### config.mk
export PLATFORM = sky130hd
export DESIGN_NAME = load_store_unit_flat
export DESIGN_NICKNAME = d
export VERILOG_FILES = /design/src/rtl/load_store_unit_if.sv /design/src/rtl/load_store_unit.sv /design/src/flat_wrapper.sv
export SDC_FILE = /design/constraint.sdc
export NUM_CORES = 1
export LEC_CHECK = 0
export BUFFER_PORTS_ARGS = -buffer_cell sky130_fd_sc_hd__buf_4
export CAP_MARGIN = 10
export CORE_MARGIN = 3
export CORE_UTILIZATION = 43
export DETAILED_ROUTE_END_ITERATION = 6
export PLACE_DENSITY = 0.79
export SETUP_SLACK_MARGIN = 0.3
export SLEW_MARGIN = 20
export SYNTH_ARGS = -nofsm -noshare
export SYNTH_HDL_FRONTEND = slang
export SYNTH_SLANG_ARGS = --single-unit
### constraint.sdc
create_clock -name clk -period 2.12 [get_ports clk]
set_input_delay 0.636 -clock clk [delete_from_list [all_inputs] [get_ports clk]]
set_output_delay 0.636 -clock clk [all_outputs]
set_load 0.05 [all_outputs]
### src/rtl/load_store_unit_if.sv
// Bundle of the core-side request/response handshake and the data-memory
// req/ack bus seen by the load/store unit. The master modport is the unit
// itself; the slave modport is the execute/writeback side plus memory.
interface load_store_unit_if #(
  parameter int ADDR_W = 32,
  parameter int DATA_W = 32
);
  // Core request
  logic              reqValid;
  logic              reqReady;
  logic              reqWrite;
  logic [2:0]        reqFunct3;
  logic [ADDR_W-1:0] reqAddr;
  logic [DATA_W-1:0] reqWdata;
  // Core response
  logic              respValid;
  logic              respReady;
  logic [DATA_W-1:0] respData;
  logic              respMisaligned;
  logic              respBusErr;
  // Memory bus
  logic              memReq;
  logic              memWe;
  logic [ADDR_W-1:0] memAddr;
  logic [3:0]        memByteEn;
  logic [DATA_W-1:0] memWdata;
  logic              memAck;
  logic [DATA_W-1:0] memRdata;

  modport master (
    input  reqValid, reqWrite, reqFunct3, reqAddr, reqWdata,
    input  respReady, memAck, memRdata,
    output reqReady, respValid, respData, respMisaligned, respBusErr,
    output memReq, memWe, memAddr, memByteEn, memWdata
  );

  modport slave (
    output reqValid, reqWrite, reqFunct3, reqAddr, reqWdata,
    output respReady, memAck, memRdata,
    input  reqReady, respValid, respData, respMisaligned, respBusErr,
    input  memReq, memWe, memAddr, memByteEn, memWdata
  );
endinterface

### src/rtl/load_store_unit.sv
// Load/store unit: accepts one load or store from execute, runs a single
// word-aligned req/ack bus cycle with byte enables, and returns the
// extended load data (or misaligned / bus-timeout flags) to writeback.
// All outputs come straight from registers.
module load_store_unit #(
  parameter int ADDR_W  = 32,
  parameter int DATA_W  = 32,
  parameter int TIMEOUT = 255
) (
  input  logic              clk,
  input  logic              rstn,
  load_store_unit_if.master bus
);

  localparam logic [1:0] S_IDLE = 2'd0;
  localparam logic [1:0] S_BUS  = 2'd1;
  localparam logic [1:0] S_RESP = 2'd2;

  // Counter only has to reach TIMEOUT-1.
  localparam int CNT_W = (TIMEOUT > 1) ? $clog2(TIMEOUT) : 1;

  // Access size classes; reserved funct3 codes fall back to word.
  localparam logic [1:0] SZ_B = 2'd0;
  localparam logic [1:0] SZ_H = 2'd1;
  localparam logic [1:0] SZ_W = 2'd2;

  function automatic logic [1:0] size_of(input logic [2:0] f3);
    case (f3)
      3'b000, 3'b100: size_of = SZ_B;
      3'b001, 3'b101: size_of = SZ_H;
      default:        size_of = SZ_W;
    endcase
  endfunction

  function automatic logic is_unsigned(input logic [2:0] f3);
    is_unsigned = (f3 == 3'b100) || (f3 == 3'b101);
  endfunction

  function automatic logic is_misaligned(input logic [2:0] f3, input logic [1:0] off);
    case (size_of(f3))
      SZ_B:    is_misaligned = 1'b0;
      SZ_H:    is_misaligned = off[0];
      default: is_misaligned = (off != 2'b00);
    endcase
  endfunction

  function automatic logic [3:0] byte_en(input logic [2:0] f3, input logic [1:0] off);
    case (size_of(f3))
      SZ_B:    byte_en = 4'b0001 << off;
      SZ_H:    byte_en = off[1] ? 4'b1100 : 4'b0011;
      default: byte_en = 4'b1111;
    endcase
  endfunction

  function automatic logic [31:0] store_data(input logic [2:0] f3, input logic [31:0] wd);
    case (size_of(f3))
      SZ_B:    store_data = {4{wd[7:0]}};
      SZ_H:    store_data = {2{wd[15:0]}};
      default: store_data = wd;
    endcase
  endfunction

  function automatic logic [31:0] load_data(input logic [2:0] f3, input logic [1:0] off,
                                            input logic [31:0] rd);
    logic [7:0]  b;
    logic [15:0] h;
    b = rd[{off, 3'b000} +: 8];
    h = rd[{off[1], 4'b0000} +: 16];
    case (size_of(f3))
      SZ_B:    load_data = is_unsigned(f3) ? {24'h000000, b} : {{24{b[7]}}, b};
      SZ_H:    load_data = is_unsigned(f3) ? {16'h0000, h} : {{16{h[15]}}, h};
      default: load_data = rd;
    endcase
  endfunction

  logic [1:0]        state_q, state_d;
  logic [2:0]        f3_q, f3_d;
  logic [1:0]        off_q, off_d;
  logic [CNT_W-1:0]  cnt_q, cnt_d;
  logic              req_ready_q, req_ready_d;
  logic              resp_valid_q, resp_valid_d;
  logic [DATA_W-1:0] resp_data_q, resp_data_d;
  logic              resp_mis_q, resp_mis_d;
  logic              resp_err_q, resp_err_d;
  logic              mem_req_q, mem_req_d;
  logic              mem_we_q, mem_we_d;
  logic [ADDR_W-1:0] mem_addr_q, mem_addr_d;
  logic [3:0]        mem_be_q, mem_be_d;
  logic [DATA_W-1:0] mem_wdata_q, mem_wdata_d;

  // Next-state and next-output logic for the IDLE/BUS/RESP controller.
  always_comb begin
    state_d      = state_q;
    f3_d         = f3_q;
    off_d        = off_q;
    cnt_d        = cnt_q;
    req_ready_d  = req_ready_q;
    resp_valid_d = resp_valid_q;
    resp_data_d  = resp_data_q;
    resp_mis_d   = resp_mis_q;
    resp_err_d   = resp_err_q;
    mem_req_d    = mem_req_q;
    mem_we_d     = mem_we_q;
    mem_addr_d   = mem_addr_q;
    mem_be_d     = mem_be_q;
    mem_wdata_d  = mem_wdata_q;

    case (state_q)
      S_IDLE: begin
        // Ready rises the cycle after reset releases, then stays up in IDLE.
        req_ready_d = 1'b1;
        if (bus.reqValid && req_ready_q) begin
          f3_d        = bus.reqFunct3;
          off_d       = bus.reqAddr[1:0];
          cnt_d       = {CNT_W{1'b0}};
          req_ready_d = 1'b0;
          if (is_misaligned(bus.reqFunct3, bus.reqAddr[1:0])) begin
            state_d      = S_RESP;
            resp_valid_d = 1'b1;
            resp_mis_d   = 1'b1;
            resp_data_d  = {DATA_W{1'b0}};
          end else begin
            state_d     = S_BUS;
            mem_req_d   = 1'b1;
            mem_we_d    = bus.reqWrite;
            mem_addr_d  = {bus.reqAddr[ADDR_W-1:2], 2'b00};
            mem_be_d    = byte_en(bus.reqFunct3, bus.reqAddr[1:0]);
            mem_wdata_d = bus.reqWrite ? store_data(bus.reqFunct3, bus.reqWdata)
                                       : {DATA_W{1'b0}};
          end
        end else begin
          state_d = S_IDLE;
        end
      end

      S_BUS: begin
        if (bus.memAck) begin
          state_d      = S_RESP;
          resp_valid_d = 1'b1;
          resp_data_d  = mem_we_q ? {DATA_W{1'b0}} : load_data(f3_q, off_q, bus.memRdata);
          mem_req_d    = 1'b0;
          mem_we_d     = 1'b0;
          mem_addr_d   = {ADDR_W{1'b0}};
          mem_be_d     = 4'b0000;
          mem_wdata_d  = {DATA_W{1'b0}};
        end else if ((TIMEOUT != 0) && (cnt_q == CNT_W'(TIMEOUT - 1))) begin
          state_d      = S_RESP;
          resp_valid_d = 1'b1;
          resp_err_d   = 1'b1;
          resp_data_d  = {DATA_W{1'b0}};
          mem_req_d    = 1'b0;
          mem_we_d     = 1'b0;
          mem_addr_d   = {ADDR_W{1'b0}};
          mem_be_d     = 4'b0000;
          mem_wdata_d  = {DATA_W{1'b0}};
        end else begin
          cnt_d = cnt_q + CNT_W'(1);
        end
      end

      S_RESP: begin
        if (bus.respReady) begin
          state_d      = S_IDLE;
          req_ready_d  = 1'b1;
          resp_valid_d = 1'b0;
          resp_data_d  = {DATA_W{1'b0}};
          resp_mis_d   = 1'b0;
          resp_err_d   = 1'b0;
        end else begin
          state_d = S_RESP;
        end
      end

      default: begin
        state_d      = S_IDLE;
        req_ready_d  = 1'b0;
        resp_valid_d = 1'b0;
        resp_data_d  = {DATA_W{1'b0}};
        resp_mis_d   = 1'b0;
        resp_err_d   = 1'b0;
        mem_req_d    = 1'b0;
        mem_we_d     = 1'b0;
        mem_addr_d   = {ADDR_W{1'b0}};
        mem_be_d     = 4'b0000;
        mem_wdata_d  = {DATA_W{1'b0}};
      end
    endcase
  end

  // State and output registers with synchronous active-low reset.
  always_ff @(posedge clk) begin
    if (!rstn) begin
      state_q      <= S_IDLE;
      f3_q         <= 3'b000;
      off_q        <= 2'b00;
      cnt_q        <= {CNT_W{1'b0}};
      req_ready_q  <= 1'b0;
      resp_valid_q <= 1'b0;
      resp_data_q  <= {DATA_W{1'b0}};
      resp_mis_q   <= 1'b0;
      resp_err_q   <= 1'b0;
      mem_req_q    <= 1'b0;
      mem_we_q     <= 1'b0;
      mem_addr_q   <= {ADDR_W{1'b0}};
      mem_be_q     <= 4'b0000;
      mem_wdata_q  <= {DATA_W{1'b0}};
    end else begin
      state_q      <= state_d;
      f3_q         <= f3_d;
      off_q        <= off_d;
      cnt_q        <= cnt_d;
      req_ready_q  <= req_ready_d;
      resp_valid_q <= resp_valid_d;
      resp_data_q  <= resp_data_d;
      resp_mis_q   <= resp_mis_d;
      resp_err_q   <= resp_err_d;
      mem_req_q    <= mem_req_d;
      mem_we_q     <= mem_we_d;
      mem_addr_q   <= mem_addr_d;
      mem_be_q     <= mem_be_d;
      mem_wdata_q  <= mem_wdata_d;
    end
  end

  assign bus.reqReady       = req_ready_q;
  assign bus.respValid      = resp_valid_q;
  assign bus.respData       = resp_data_q;
  assign bus.respMisaligned = resp_mis_q;
  assign bus.respBusErr     = resp_err_q;
  assign bus.memReq         = mem_req_q;
  assign bus.memWe          = mem_we_q;
  assign bus.memAddr        = mem_addr_q;
  assign bus.memByteEn      = mem_be_q;
  assign bus.memWdata       = mem_wdata_q;

endmodule
### src/flat_wrapper.sv
// flat-port wrapper written by rule: the top's interface ports become plain ports
module load_store_unit_flat 
#(
  parameter int ADDR_W  = 32,
  parameter int DATA_W  = 32,
  parameter int TIMEOUT = 255
)
  (clk, rstn, bus_reqValid, bus_reqWrite, bus_reqFunct3, bus_reqAddr, bus_reqWdata, bus_respReady, bus_memAck, bus_memRdata, bus_reqReady, bus_respValid, bus_respData, bus_respMisaligned, bus_respBusErr, bus_memReq, bus_memWe, bus_memAddr, bus_memByteEn, bus_memWdata);
  load_store_unit_if #(.ADDR_W(ADDR_W), .DATA_W(DATA_W)) bus_i ();
  input  logic clk;
  input  logic rstn;
  input wire logic [$bits(bus_i.reqValid)-1:0] bus_reqValid;
  input wire logic [$bits(bus_i.reqWrite)-1:0] bus_reqWrite;
  input wire logic [$bits(bus_i.reqFunct3)-1:0] bus_reqFunct3;
  input wire logic [$bits(bus_i.reqAddr)-1:0] bus_reqAddr;
  input wire logic [$bits(bus_i.reqWdata)-1:0] bus_reqWdata;
  input wire logic [$bits(bus_i.respReady)-1:0] bus_respReady;
  input wire logic [$bits(bus_i.memAck)-1:0] bus_memAck;
  input wire logic [$bits(bus_i.memRdata)-1:0] bus_memRdata;
  output wire logic [$bits(bus_i.reqReady)-1:0] bus_reqReady;
  output wire logic [$bits(bus_i.respValid)-1:0] bus_respValid;
  output wire logic [$bits(bus_i.respData)-1:0] bus_respData;
  output wire logic [$bits(bus_i.respMisaligned)-1:0] bus_respMisaligned;
  output wire logic [$bits(bus_i.respBusErr)-1:0] bus_respBusErr;
  output wire logic [$bits(bus_i.memReq)-1:0] bus_memReq;
  output wire logic [$bits(bus_i.memWe)-1:0] bus_memWe;
  output wire logic [$bits(bus_i.memAddr)-1:0] bus_memAddr;
  output wire logic [$bits(bus_i.memByteEn)-1:0] bus_memByteEn;
  output wire logic [$bits(bus_i.memWdata)-1:0] bus_memWdata;
  assign bus_i.reqValid = bus_reqValid;
  assign bus_i.reqWrite = bus_reqWrite;
  assign bus_i.reqFunct3 = bus_reqFunct3;
  assign bus_i.reqAddr = bus_reqAddr;
  assign bus_i.reqWdata = bus_reqWdata;
  assign bus_i.respReady = bus_respReady;
  assign bus_i.memAck = bus_memAck;
  assign bus_i.memRdata = bus_memRdata;
  assign bus_reqReady = bus_i.reqReady;
  assign bus_respValid = bus_i.respValid;
  assign bus_respData = bus_i.respData;
  assign bus_respMisaligned = bus_i.respMisaligned;
  assign bus_respBusErr = bus_i.respBusErr;
  assign bus_memReq = bus_i.memReq;
  assign bus_memWe = bus_i.memWe;
  assign bus_memAddr = bus_i.memAddr;
  assign bus_memByteEn = bus_i.memByteEn;
  assign bus_memWdata = bus_i.memWdata;
  load_store_unit #(.ADDR_W(ADDR_W), .DATA_W(DATA_W), .TIMEOUT(TIMEOUT)) u_core (.clk(clk), .rstn(rstn), .bus(bus_i));
endmodule
==> summary.txt <==
status: complete, no violations
worst skew pair latency: 400 ps
die footprint: 13200 sq um
FILL cells: 915
CP required: 2470 ps
GR Util All Layers: 22.8%
Max Freq: 560 MHz
core area: 11500 sq um
DR vias/cell: 5.65
Fin. Hold Viols: 0
final wirelength: 15700 microns
Synth area leader: dfxtp_1
clock root buffer: clkbuf_16
initial antenna violation count: 0
Mapped Cells: 524
CTS Sinks: 119
Initial Util: 44.3%
most common cell in the netlist: dfxtp_1
mux contribution to synthesized area: 8.61%
fraction of registers with async set/reset: 0%
GR Util met2: 38.2%
largest cells by area after synthesis: dfxtp_1 (47%), a22o_1 (9.0%), mux2i_1 (5.5%)
Hold Buf Count CTS: 0
post-synth cell types: 56
Synth-to-Final Area Change: 49.0%
mapped cell area: 5080 sq um
CP Max Fanout: 14
antenna viol nets, final: 0
area share of fa/ha/maj cells after synthesis: 0.492%
Crit Path Class: reg2reg
TritonRoute pass-1 iters: 5
vias in the first global route: 5041
max-cap violation count: 0
hpwl dp: 11300 microns
via count: 5055
Power Dens Cells: 813 nW/um^2
Final Cycle Share: 84.3%
share of layout cells above drive strength 1: 40.4%
met3 Resource Use GR: 7.26%
RSZ-0062 raised after global routing: true
share of Yosys cell area claimed by the top area cell type: 46.9%
Antenna Cells: 0
row count: 39
flop and latch count out of synthesis: 119
first-pass GRT wire length: 24400 microns
max_slew headroom: 63.2%
Least-Margin Pin Slew: 552 ps
yosys warns: 0
met1 Resource Use GR: 26.8%
Port Buf Inserts: 208
Die X: 115 microns
Placer Congestion: 0.850
Period minus WS final: 1790 ps
Design Power: 6160 uW
cell count after placement: 857
Simple-Gate Fraction of Synth Area: 10.9%
busiest metal layer after global routing: met2
Synth Flop Type: dfxtp_1
Synth top cells by count: dfxtp_1 (119), a22o_1 (52), a21oi_1 (45), nand2_1 (45)
Clock Path Buffers: 2
main combinational cell family by area after synthesis: compound AO/OA/AOI/OAI gates
non-filler cells, final: 895
Initial DRC Count: 297
Max VDD drop: 532 uV
P_leak: 0.00334 uW
syn_area_per_cell: 9.70 sq um
Layout Utilization: 66.1%
Critical Path AT: 2140 ps
Final nets: 846
Worst Skew: 5.12 ps
Critical Path Sink Type: flip-flop
R2R setup slack: 330 ps
final hold slack: 438 ps
type of origin of the critical path: flip-flop
routed length per instance: 17.6 microns
H-tree depth: 4
fin. max-slew vios: 0
TritonCTS clock tree: done
io pins: 211
EDFF count, synth: 0
GRT Residual Overflow: 0
DRC Markers: 0
Final Setup Violations: 0
Die H: 115 microns
Hold Path Class: in2reg
CTS buffer count: 17
Seq/Total Area, Yosys: 46.9%
xor/xnor share of the synthesized area: 0.172%
Synth Area in Compound Gates: 28.2%
largest net degree at the start of global routing: 57
CTS clk-pin slew, worst paths: 60 ps
placed cells by master (no fill, tap or decap), types with 4 or more instances in the layout:
| master | synthesis | routed |
|---|---|---|
| a2111oi_1 | 0 | 4 |
| a21o_1 | 8 | 8 |
| a21oi_1 | 45 | 44 |
| a22o_1 | 52 | 52 |
| a2bb2oi_1 | 7 | 7 |
| a31oi_1 | 4 | 4 |
| buf_12 | 0 | 5 |
| buf_4 | 3 | 232 |
| clkbuf_16 | 0 | 18 |
| clkinv_2 | 0 | 4 |
| clkinvlp_4 | 0 | 6 |
| dfxtp_1 | 119 | 114 |
| dfxtp_2 | 0 | 4 |
| inv_1 | 5 | 5 |
| mux2_2 | 14 | 14 |
| mux2i_1 | 28 | 28 |
| nand2_1 | 45 | 45 |
| nand2b_1 | 4 | 4 |
| nor2_1 | 23 | 23 |
| o21ai_0 | 20 | 20 |
| o22ai_1 | 10 | 9 |
| o2bb2ai_1 | 28 | 28 |
| o31ai_1 | 4 | 4 |
| or3_1 | 4 | 4 |
| or4_1 | 6 | 6 |
final timing paths:
check                          start                      end  depth (start not counted)
max reg2reg        u_core.state_q[0]   u_core.bus.respData[5]                          5
max                u_core.state_q[0]   u_core.bus.respData[5]                          5
min                  bus_reqAddr[31]   u_core.bus.memAddr[31]                          2
min reg2reg  u_core.bus.memWdata[12]  u_core.bus.memWdata[12]                          2
sequential cells by signal (all words and copies together), names as in the netlist:
| name | cells |
|---|---|
| u_core.bus.memWdata | 32 |
| u_core.bus.respData | 32 |
| u_core.bus.memAddr | 30 |
| u_core.cnt_q | 8 |
| u_core.bus.memByteEn | 4 |
| u_core.f3_q | 3 |
| u_core.off_q | 2 |
| u_core.state_q | 2 |
| u_core.bus.memReq | 1 |
| u_core.bus.memWe | 1 |
| u_core.bus.reqReady | 1 |
| u_core.bus.respBusErr | 1 |
| u_core.bus.respMisaligned | 1 |
| u_core.bus.respValid | 1 |
power breakdown:
group          switching (uW)  leakage [uW]  internal [uW]
sequential               62.9      0.000965           2300
combinational             572       0.00210            413
clock                    1020      0.000274           1780
total                    1660       0.00334           4500
cells by family after synthesis:
| family | Yosys count |
|---|---|
| other cells | 1 |
| mux | 42 |
| fa+ha+maj | 2 |
| buf+inv | 49 |
| compound gates | 199 |
| flops | 119 |
| simple gates | 111 |
| xor+xnor | 1 |
through the flow:
step	setup WS [ps]	setup TNS [ps]	area (sq um)
floorplan	96.7	0	5120
detailed placement	-81.6	-778	6840
finish	333	0	7580
global placement	26.7	0	6840
global route	281	0	7580
CTS	317	0	7470
timing repair:
item / CTS / global route
resized for setup: 6 / 13
pin swaps: 1 / 4
setup endpoints to repair: 31 / 80
gates cloned: 0 / 1
setup buffers: 2 / 3
critical path, stage by stage, from the launching register on:
cell and delay, ps:
dfxtp_2 450, nor4bb_2 370, buf_4 170, nand2_1 170
a2111oi_0 450, a21o_1 130
layer usage:
layer	up-vias	share of wire [%]
met3	30	8.6
met1	2391	40
met2	231	50
li1	2403	-
met5	-	0
met4	0	2.1
final cells by class:
class                   count  area, sq um  area share [%]
clock buffers              20          457            6.03
well taps                 143          179            2.36
inverters                   6         26.3           0.347
clock inverters            12          126            1.67
multi-input cells         357         2530            33.4
repair buffers            238         1870            24.6
flip-flops and latches    119         2390            31.6
Note: power is estimated with default switching activity, not from simulation.
